File: src/rtl/mgmt_hub.sv
// mgmt_hub: routes one outstanding management request to one of N_SLV slaves
// and returns the slave's ack/read data, with decode-miss and timeout errors.
module mgmt_hub #(
    parameter int                  N_SLV    = 5,
    parameter logic [32*N_SLV-1:0] SLV_BASE = {N_SLV{32'h0000_0000}},
    parameter logic [32*N_SLV-1:0] SLV_MASK = {N_SLV{32'hFFFF_F000}},
    parameter int                  TIMEOUT  = 255,
    parameter logic [31:0]         ERR_DATA = 32'hDEAD_BEEF
) (
    input  logic                 sys_clk,
    input  logic                 sys_rstn,
    input  logic                 mgmt_req,
    input  logic [31:0]          mgmt_adr,
    input  logic                 mgmt_rwn,
    input  logic [1:0]           mgmt_wen,
    input  logic [31:0]          mgmt_txd,
    output logic                 mgmt_ack,
    output logic                 mgmt_rxe,
    output logic [31:0]          mgmt_rxd,
    output logic                 mgmt_err,
    output logic                 mgmt_busy,
    output logic                 proto_err,
    output logic [N_SLV-1:0]     s_req,
    output logic [31:0]          s_adr,
    output logic                 s_rwn,
    output logic [1:0]           s_wen,
    output logic [31:0]          s_txd,
    input  logic [N_SLV-1:0]     s_ack,
    input  logic [N_SLV-1:0]     s_rxe,
    input  logic [32*N_SLV-1:0]  s_rxd
);

    localparam int SW = (N_SLV > 1) ? $clog2(N_SLV) : 1;
    localparam int TW = (TIMEOUT > 1) ? $clog2(TIMEOUT + 1) : 1;

    typedef enum logic [1:0] {
        IDLE     = 2'd0,
        WAIT_ACK = 2'd1,
        WAIT_RXE = 2'd2
    } state_t;

    state_t           state_r, state_s;
    logic [SW-1:0]    sel_r;
    logic [TW-1:0]    tmo_cnt_r;
    logic [N_SLV-1:0] hit_vec_s, req_vec_s;
    logic             hit_s;
    logic [SW-1:0]    hit_idx_s;
    logic             own_ack_s, own_rxe_s, stray_s;
    logic [31:0]      own_rxd_s, rxd_val_s;
    logic             start_s, ack_s, rxe_s, err_s, drop_s, tmo_hit_s;

    // Address decode; scanning downward lets the lowest matching index win
    always_comb begin
        hit_vec_s = '0;
        hit_idx_s = '0;
        for (int i = 0; i < N_SLV; i++) begin
            hit_vec_s[i] = ((mgmt_adr & SLV_MASK[32*i +: 32]) == SLV_BASE[32*i +: 32]);
        end
        for (int i = N_SLV - 1; i >= 0; i--) begin
            hit_idx_s = hit_vec_s[i] ? SW'(i) : hit_idx_s;
        end
        hit_s = |hit_vec_s;
    end

    // Split slave handshakes into the selected slave's and strays (anything else, or anything while idle)
    always_comb begin
        own_ack_s = 1'b0;
        own_rxe_s = 1'b0;
        own_rxd_s = '0;
        stray_s   = 1'b0;
        for (int i = 0; i < N_SLV; i++) begin
            if ((SW'(i) == sel_r) && (state_r != IDLE)) begin
                own_ack_s = s_ack[i];
                own_rxe_s = s_rxe[i];
                own_rxd_s = s_rxd[32*i +: 32];
            end else begin
                stray_s = stray_s | s_ack[i] | s_rxe[i];
            end
        end
    end

    // Next-state and response decisions
    always_comb begin
        state_s   = state_r;
        start_s   = 1'b0;
        ack_s     = 1'b0;
        rxe_s     = 1'b0;
        err_s     = 1'b0;
        drop_s    = 1'b0;
        rxd_val_s = own_rxd_s;
        tmo_hit_s = (TIMEOUT != 0) && (tmo_cnt_r == TW'(TIMEOUT));
        case (state_r)
            IDLE: begin
                if (mgmt_req && hit_s) begin
                    start_s = 1'b1;
                    state_s = WAIT_ACK;
                end else if (mgmt_req) begin
                    ack_s     = 1'b1;
                    err_s     = 1'b1;
                    rxe_s     = mgmt_rwn;
                    rxd_val_s = ERR_DATA;
                end else begin
                    state_s = IDLE;
                end
            end
            WAIT_ACK: begin
                drop_s = mgmt_req;
                if (own_ack_s) begin
                    ack_s = 1'b1;
                    if (s_rwn && !own_rxe_s) begin
                        state_s = WAIT_RXE;
                    end else begin
                        rxe_s   = s_rwn;
                        state_s = IDLE;
                    end
                end else if (tmo_hit_s) begin
                    ack_s     = 1'b1;
                    err_s     = 1'b1;
                    rxe_s     = s_rwn;
                    rxd_val_s = ERR_DATA;
                    state_s   = IDLE;
                end else begin
                    state_s = WAIT_ACK;
                end
            end
            WAIT_RXE: begin
                drop_s = mgmt_req;
                if (own_rxe_s) begin
                    rxe_s   = 1'b1;
                    state_s = IDLE;
                end else if (tmo_hit_s) begin
                    rxe_s     = 1'b1;
                    err_s     = 1'b1;
                    rxd_val_s = ERR_DATA;
                    state_s   = IDLE;
                end else begin
                    state_s = WAIT_RXE;
                end
            end
            default: begin
                state_s = IDLE;
            end
        endcase
    end

    // One-hot slave request for the decoded winner
    always_comb begin
        req_vec_s = '0;
        for (int i = 0; i < N_SLV; i++) begin
            req_vec_s[i] = start_s && (hit_idx_s == SW'(i));
        end
    end

    // State register
    always_ff @(posedge sys_clk or negedge sys_rstn) begin
        if (!sys_rstn) begin
            state_r <= IDLE;
        end else begin
            state_r <= state_s;
        end
    end

    // Registered outputs, latched request fields and timeout counter
    always_ff @(posedge sys_clk or negedge sys_rstn) begin
        if (!sys_rstn) begin
            sel_r     <= '0;
            tmo_cnt_r <= '0;
            s_req     <= '0;
            s_adr     <= 32'h0000_0000;
            s_rwn     <= 1'b1;
            s_wen     <= 2'b00;
            s_txd     <= 32'h0000_0000;
            mgmt_ack  <= 1'b0;
            mgmt_rxe  <= 1'b0;
            mgmt_err  <= 1'b0;
            mgmt_rxd  <= 32'h0000_0000;
            mgmt_busy <= 1'b0;
            proto_err <= 1'b0;
        end else begin
            s_req     <= req_vec_s;
            mgmt_ack  <= ack_s;
            mgmt_rxe  <= rxe_s;
            mgmt_err  <= err_s;
            mgmt_busy <= (state_s != IDLE);
            proto_err <= proto_err | stray_s | drop_s;
            if (rxe_s) begin
                mgmt_rxd <= rxd_val_s;
            end else begin
                mgmt_rxd <= mgmt_rxd;
            end
            if (start_s) begin
                sel_r <= hit_idx_s;
                s_adr <= mgmt_adr;
                s_rwn <= mgmt_rwn;
                s_wen <= mgmt_wen;
                s_txd <= mgmt_txd;
            end else begin
                sel_r <= sel_r;
            end
            // Counter restarts on every state change, so entering either wait state sees zero
            if ((state_r != IDLE) && (state_s == state_r)) begin
                tmo_cnt_r <= tmo_cnt_r + TW'(1);
            end else begin
                tmo_cnt_r <= '0;
            end
        end
    end

endmodule

File: config.mk
export PLATFORM = sky130hd
export DESIGN_NAME = mgmt_hub
export DESIGN_NICKNAME = d
export VERILOG_FILES = /design/src/rtl/mgmt_hub.sv
export SDC_FILE = /design/constraint.sdc
export NUM_CORES = 1
export LEC_CHECK = 0
export BUFFER_PORTS_ARGS = -buffer_cell sky130_fd_sc_hd__buf_4
export CAP_MARGIN = 20
export CORE_AREA = 3 3 136 138
export CTS_BUF_LIST = sky130_fd_sc_hd__clkbuf_8 sky130_fd_sc_hd__clkbuf_16
export CTS_CLUSTER_DIAMETER = 30
export CTS_CLUSTER_SIZE = 20
export DETAILED_ROUTE_END_ITERATION = 6
export DIE_AREA = 0 0 139 141
export PLACE_DENSITY = 0.67
export SLEW_MARGIN = 20
export SYNTH_ARGS = -nofsm -noshare
export SYNTH_HDL_FRONTEND = slang
export SYNTH_SLANG_ARGS = --single-unit
File: constraint.sdc
create_clock -name sys_clk -period 6.2 [get_ports sys_clk]
set_input_delay 1.24 -clock sys_clk [delete_from_list [all_inputs] [get_ports sys_clk]]
set_output_delay 1.24 -clock sys_clk [all_outputs]
set_load 0.1 [all_outputs]
==> metrics.log <==
INFO  metric p_leak = 3.53 nW
INFO  metric std_cell_rows = 48
INFO  metric timing.critical_path.cells = buf_4, nor4_1, nand3_1, o211ai_1, a21o_1, inv_4, a2bb2oi_1
INFO  metric rrSetupSlack = 3.61 ns
INFO  metric dr.first_iter.drc_count = 156
INFO  metric ys_types = 43
INFO  metric critical_path.startpoint_type = input port
INFO  metric top_ff_cell_synth = sky130_fd_sc_hd__dfrtp_1
INFO  metric tightestPinTransition = 1.01 ns
INFO  metric worstHoldPathCells = 2
INFO  metric mostFrequentLayoutCell = sky130_fd_sc_hd__buf_4
INFO  metric totalNegativeSetupSlack = 0 ns
INFO  metric grt_start_max_net_pins = 72
INFO  metric yosys_warnings = 0
INFO  metric critical_path.top_delay_family = compound AO/OA/AOI/OAI gates
INFO  metric synth.yosys.seq_area_share = 60.5%
INFO  metric final_clock_period_utilization_by_the_worst_path = 47.7%
INFO  metric cts_inserted_buffers = 17
INFO  metric drt_first_pass_iters = 4
INFO  metric cts_resized = 0
INFO  metric hpwl = 9230 um
INFO  metric synth.avg_cell_area = 13.7 um^2
INFO  metric tritoncts = done
INFO  metric synth-edff-count = 0
INFO  metric rr_startpoint = state_r[1]
INFO  metric timing.setup.critical_path_class = input port to flip-flop
INFO  metric wl = 12,600 um
INFO  metric worst_r2r_path_depth = 8
INFO  metric combined_global_route_utilization_of_all_metal_layers = 13.1%
INFO  metric number_of_fill_cells_in_the_layout = 1,610
INFO  metric swShare = 32.6%
INFO  metric worst_hold_slack = 0.485 ns
INFO  metric place.port_buffers = 216
INFO  metric remaining_drcs = 0
INFO  metric whs_endpoint = s_rwn
INFO  metric max_cap_viol_count = 0
INFO  metric instance_count_of_the_mapped_netlist = 348
INFO  metric timing.hold.worst.start = s_rwn
INFO  metric cp_slowest_stage_delay = 0.47 ns
INFO  metric first_global_vias = 3,957
INFO  metric power-per-cell-area = 324 nW/um^2
INFO  metric antenna-diode-count = 0
INFO  metric grt_overflow = 0
INFO  metric r2r_end = mgmt_rxd[0]
INFO  metric clock_latency = 0.40 ns
INFO  metric detail_route.vias_per_cell = 4.45
INFO  metric finClkSkew = 0.00579 ns
INFO  metric crit_buf_inv = 2
INFO  metric final-max-slew-violation-count = 0
INFO  metric design.final.nets = 816
INFO  metric count_of_state_elements_after_synthesis = 115
INFO  metric max_freq = 338 MHz
INFO  metric fp.dieH = 141 um
INFO  metric worst_ep_arrival_time = 3.23 ns
INFO  metric power.switching = 759 uW
INFO  metric vias = 3,597
INFO  metric worst_ep_required_time = 6.47 ns
INFO  metric grt_antenna_before_repair = 0
INFO  metric min_period = 2.96 ns
INFO  metric die_width = 139 um
INFO  metric setup_viol = 0
INFO  metric boundaryPins = 349
INFO  metric headroom_to_the_max_slew_limit = 32.4%
INFO  metric pre_cts_slack = 2.71 ns
INFO  metric grt_setup_unrepaired = no
INFO  metric power.combinational.fraction = 23.6%
INFO  metric internal_power = 1.57 mW
INFO  metric hold_class = flip-flop to flip-flop
INFO  metric drive_above_1_share = 55.5%
INFO  metric cts_hold_buf = 0
INFO  metric cts_max_path_buffers = 2
INFO  metric highest_count_cells_in_the_layout_ignoring_fill_and_taps = 219 x sky130_fd_sc_hd__buf_4, 114 x sky130_fd_sc_hd__dfrtp_1, 46 x sky130_fd_sc_hd__mux2_2, 33 x sky130_fd_sc_hd__nand2_1, 24 x sky130_fd_sc_hd__and2_1
INFO  metric wl_per_cell = 15.5 um
INFO  metric htree_num_levels = 4
INFO  metric ctsRootBufferMaster = sky130_fd_sc_hd__clkbuf_16
INFO  metric clock_sinks = 115
INFO  metric syn-cell-area = 4760 um^2
INFO  metric sequential_group_share_of_total_power = 34.7%
INFO  metric cts_post_setup_buffers_inserted = 0
INFO  metric critical_path_endpoint_category = flip-flop
INFO  metric globalplace.congestion = 0.792
INFO  metric start_util = 27.5%
INFO  metric crit_slowest_cell = sky130_fd_sc_hd__a21o_1
INFO  metric final.setup.worst_slack = 3.24 ns
INFO  metric path_clk_slew = 0.05 ns
INFO  metric core_area = 17,300 um^2
INFO  metric layout-area-overhead-vs-synth = 50.9%
INFO  metric share_of_synthesized_registers_carrying_an_async_set_or_reset = 100%
INFO  metric share_clk_of_total_power = 41.7%
INFO  metric worstPathMaxFanout = 25
INFO  metric global_route_wire_length_before_repair = 20,400 um
INFO  metric finalHoldViolations = 0
INFO  metric vdd_ir_drop_max = 0.000168 V
INFO  metric ant_nets = 0
INFO  metric die_area = 19,600 um^2
INFO  metric outcome = finished clean
[cell type report]
type                       count  area, um^2  share of cell area (%)
multi-input combinational    210        1740                    24.2
timing repair buffer         220        1660                    23.2
tap                          225         282                    3.92
clock inverter                15         169                    2.35
inverter                       7        28.8                   0.400
sequential                   115        2880                    40.1
clock buffer                  17         425                    5.92
[power by group through the flow]
stage / logic (mW) / clock network (mW) / registers (mW)
after detailed placement: 0.550 / 0 / 0.821
after global routing: 0.583 / 1.04 / 0.813
after CTS: 0.551 / 1.00 / 0.808
final: 0.549 / 0.973 / 0.809
after floorplan: 0.181 / 0 / 1.02
after global placement: 0.541 / 0 / 0.819
[cells by family (layout without fill, tap and decap cells)]
kind of cell | Yosys count | in the layout | share of synthesized area [%]
AND/OR/NAND/NOR | 95 | 95 | 10.8
adder cells (fa/ha/maj) | 5 | 5 | 1.31
other | 1 | 4 | 0.0787
XOR/XNOR | 7 | 7 | 1.29
multiplexers | 46 | 46 | 10.9
flip-flops | 115 | 115 | 60.5
buffers and inverters | 26 | 259 | 3.42
AO/OA/AOI/OAI | 53 | 53 | 11.8
[synthesized netlist by cell type, types with 3 or more instances]
cell type	instances	area, um^2
sky130_fd_sc_hd__a21oi_1	4	20.0
sky130_fd_sc_hd__ha_1	5	62.6
sky130_fd_sc_hd__buf_4	8	60.1
sky130_fd_sc_hd__xor2_1	5	43.8
sky130_fd_sc_hd__a22o_1	8	70.1
sky130_fd_sc_hd__dfrtp_1	114	2850
sky130_fd_sc_hd__nor4_1	14	87.6
sky130_fd_sc_hd__clkbuf_1	4	15.0
sky130_fd_sc_hd__a2bb2oi_2	19	285
sky130_fd_sc_hd__buf_6	4	45.0
sky130_fd_sc_hd__a2bb2oi_1	5	43.8
sky130_fd_sc_hd__inv_1	6	22.5
sky130_fd_sc_hd__nand4_1	3	18.8
sky130_fd_sc_hd__nand3_1	6	30.0
sky130_fd_sc_hd__nor2_1	6	22.5
sky130_fd_sc_hd__mux2_2	46	518
sky130_fd_sc_hd__o21ai_0	3	15.0
sky130_fd_sc_hd__nand2_1	33	124
sky130_fd_sc_hd__and2_1	24	150
[registers in the layout (all words and copies together), names as in the netlist]
name / flops
s_adr: 32
mgmt_rxd: 32
s_req: 1
s_rwn: 1
tmo_cnt_r: 8
mgmt_err: 1
mgmt_busy: 1
mgmt_ack: 1
s_wen: 2
proto_err: 1
s_txd: 32
state_r: 2
mgmt_rxe: 1
[routing by layer]
layer / global-route usage (%) / vias to the layer above / routed length, um
li1: - / 1678 / -
met1: 16.2 / 1731 / 5500
met2: 21.3 / 176 / 5890
met3: 4.48 / 12 / 1030
met4: 4.79 / 0 / 148
met5: 0 / - / 0
[worst reg2reg max path, cell delays in order, from the launching register on]
cell and delay, ns:
sky130_fd_sc_hd__dfrtp_1 0.44, sky130_fd_sc_hd__inv_1 0.09, sky130_fd_sc_hd__ha_1 0.28, sky130_fd_sc_hd__nand2b_4 0.19, sky130_fd_sc_hd__or2_0 0.21, sky130_fd_sc_hd__a32oi_2 0.33
sky130_fd_sc_hd__a21o_1 0.46, sky130_fd_sc_hd__inv_4 0.25, sky130_fd_sc_hd__a2bb2oi_1 0.21
[through the flow]
step | util, % | cell area, um^2 | power [mW] | cells
2_1_floorplan | - | 4770 | 1.20 | 351
3_3_place_gp | 38.0 | 6570 | 1.36 | 776
3_5_place_dp | 38.0 | 6570 | 1.37 | 776
4_1_cts | 41.4 | 7160 | 2.36 | 808
5_1_grt | 41.6 | 7190 | 2.44 | 809
6_report | 41.6 | 7190 | 2.33 | 809
[worst max-delay path by stage]
stage / startpoint / endpoint / slack (ns) / depth (start not counted)
2_1_floorplan: mgmt_adr[18] / s_txd[11] / 3.48 / 7
3_3_place_gp: mgmt_adr[18] / s_txd[15] / 2.80 / 6
3_5_place_dp: mgmt_adr[18] / s_txd[15] / 2.71 / 6
4_1_cts: mgmt_adr[18] / s_adr[11] / 3.15 / 6
5_1_grt: mgmt_adr[13] / mgmt_rxd[0] / 3.07 / 7
6_report: mgmt_adr[18] / mgmt_rxd[0] / 3.24 / 7
Note: power is estimated with default switching activity, not from simulation.
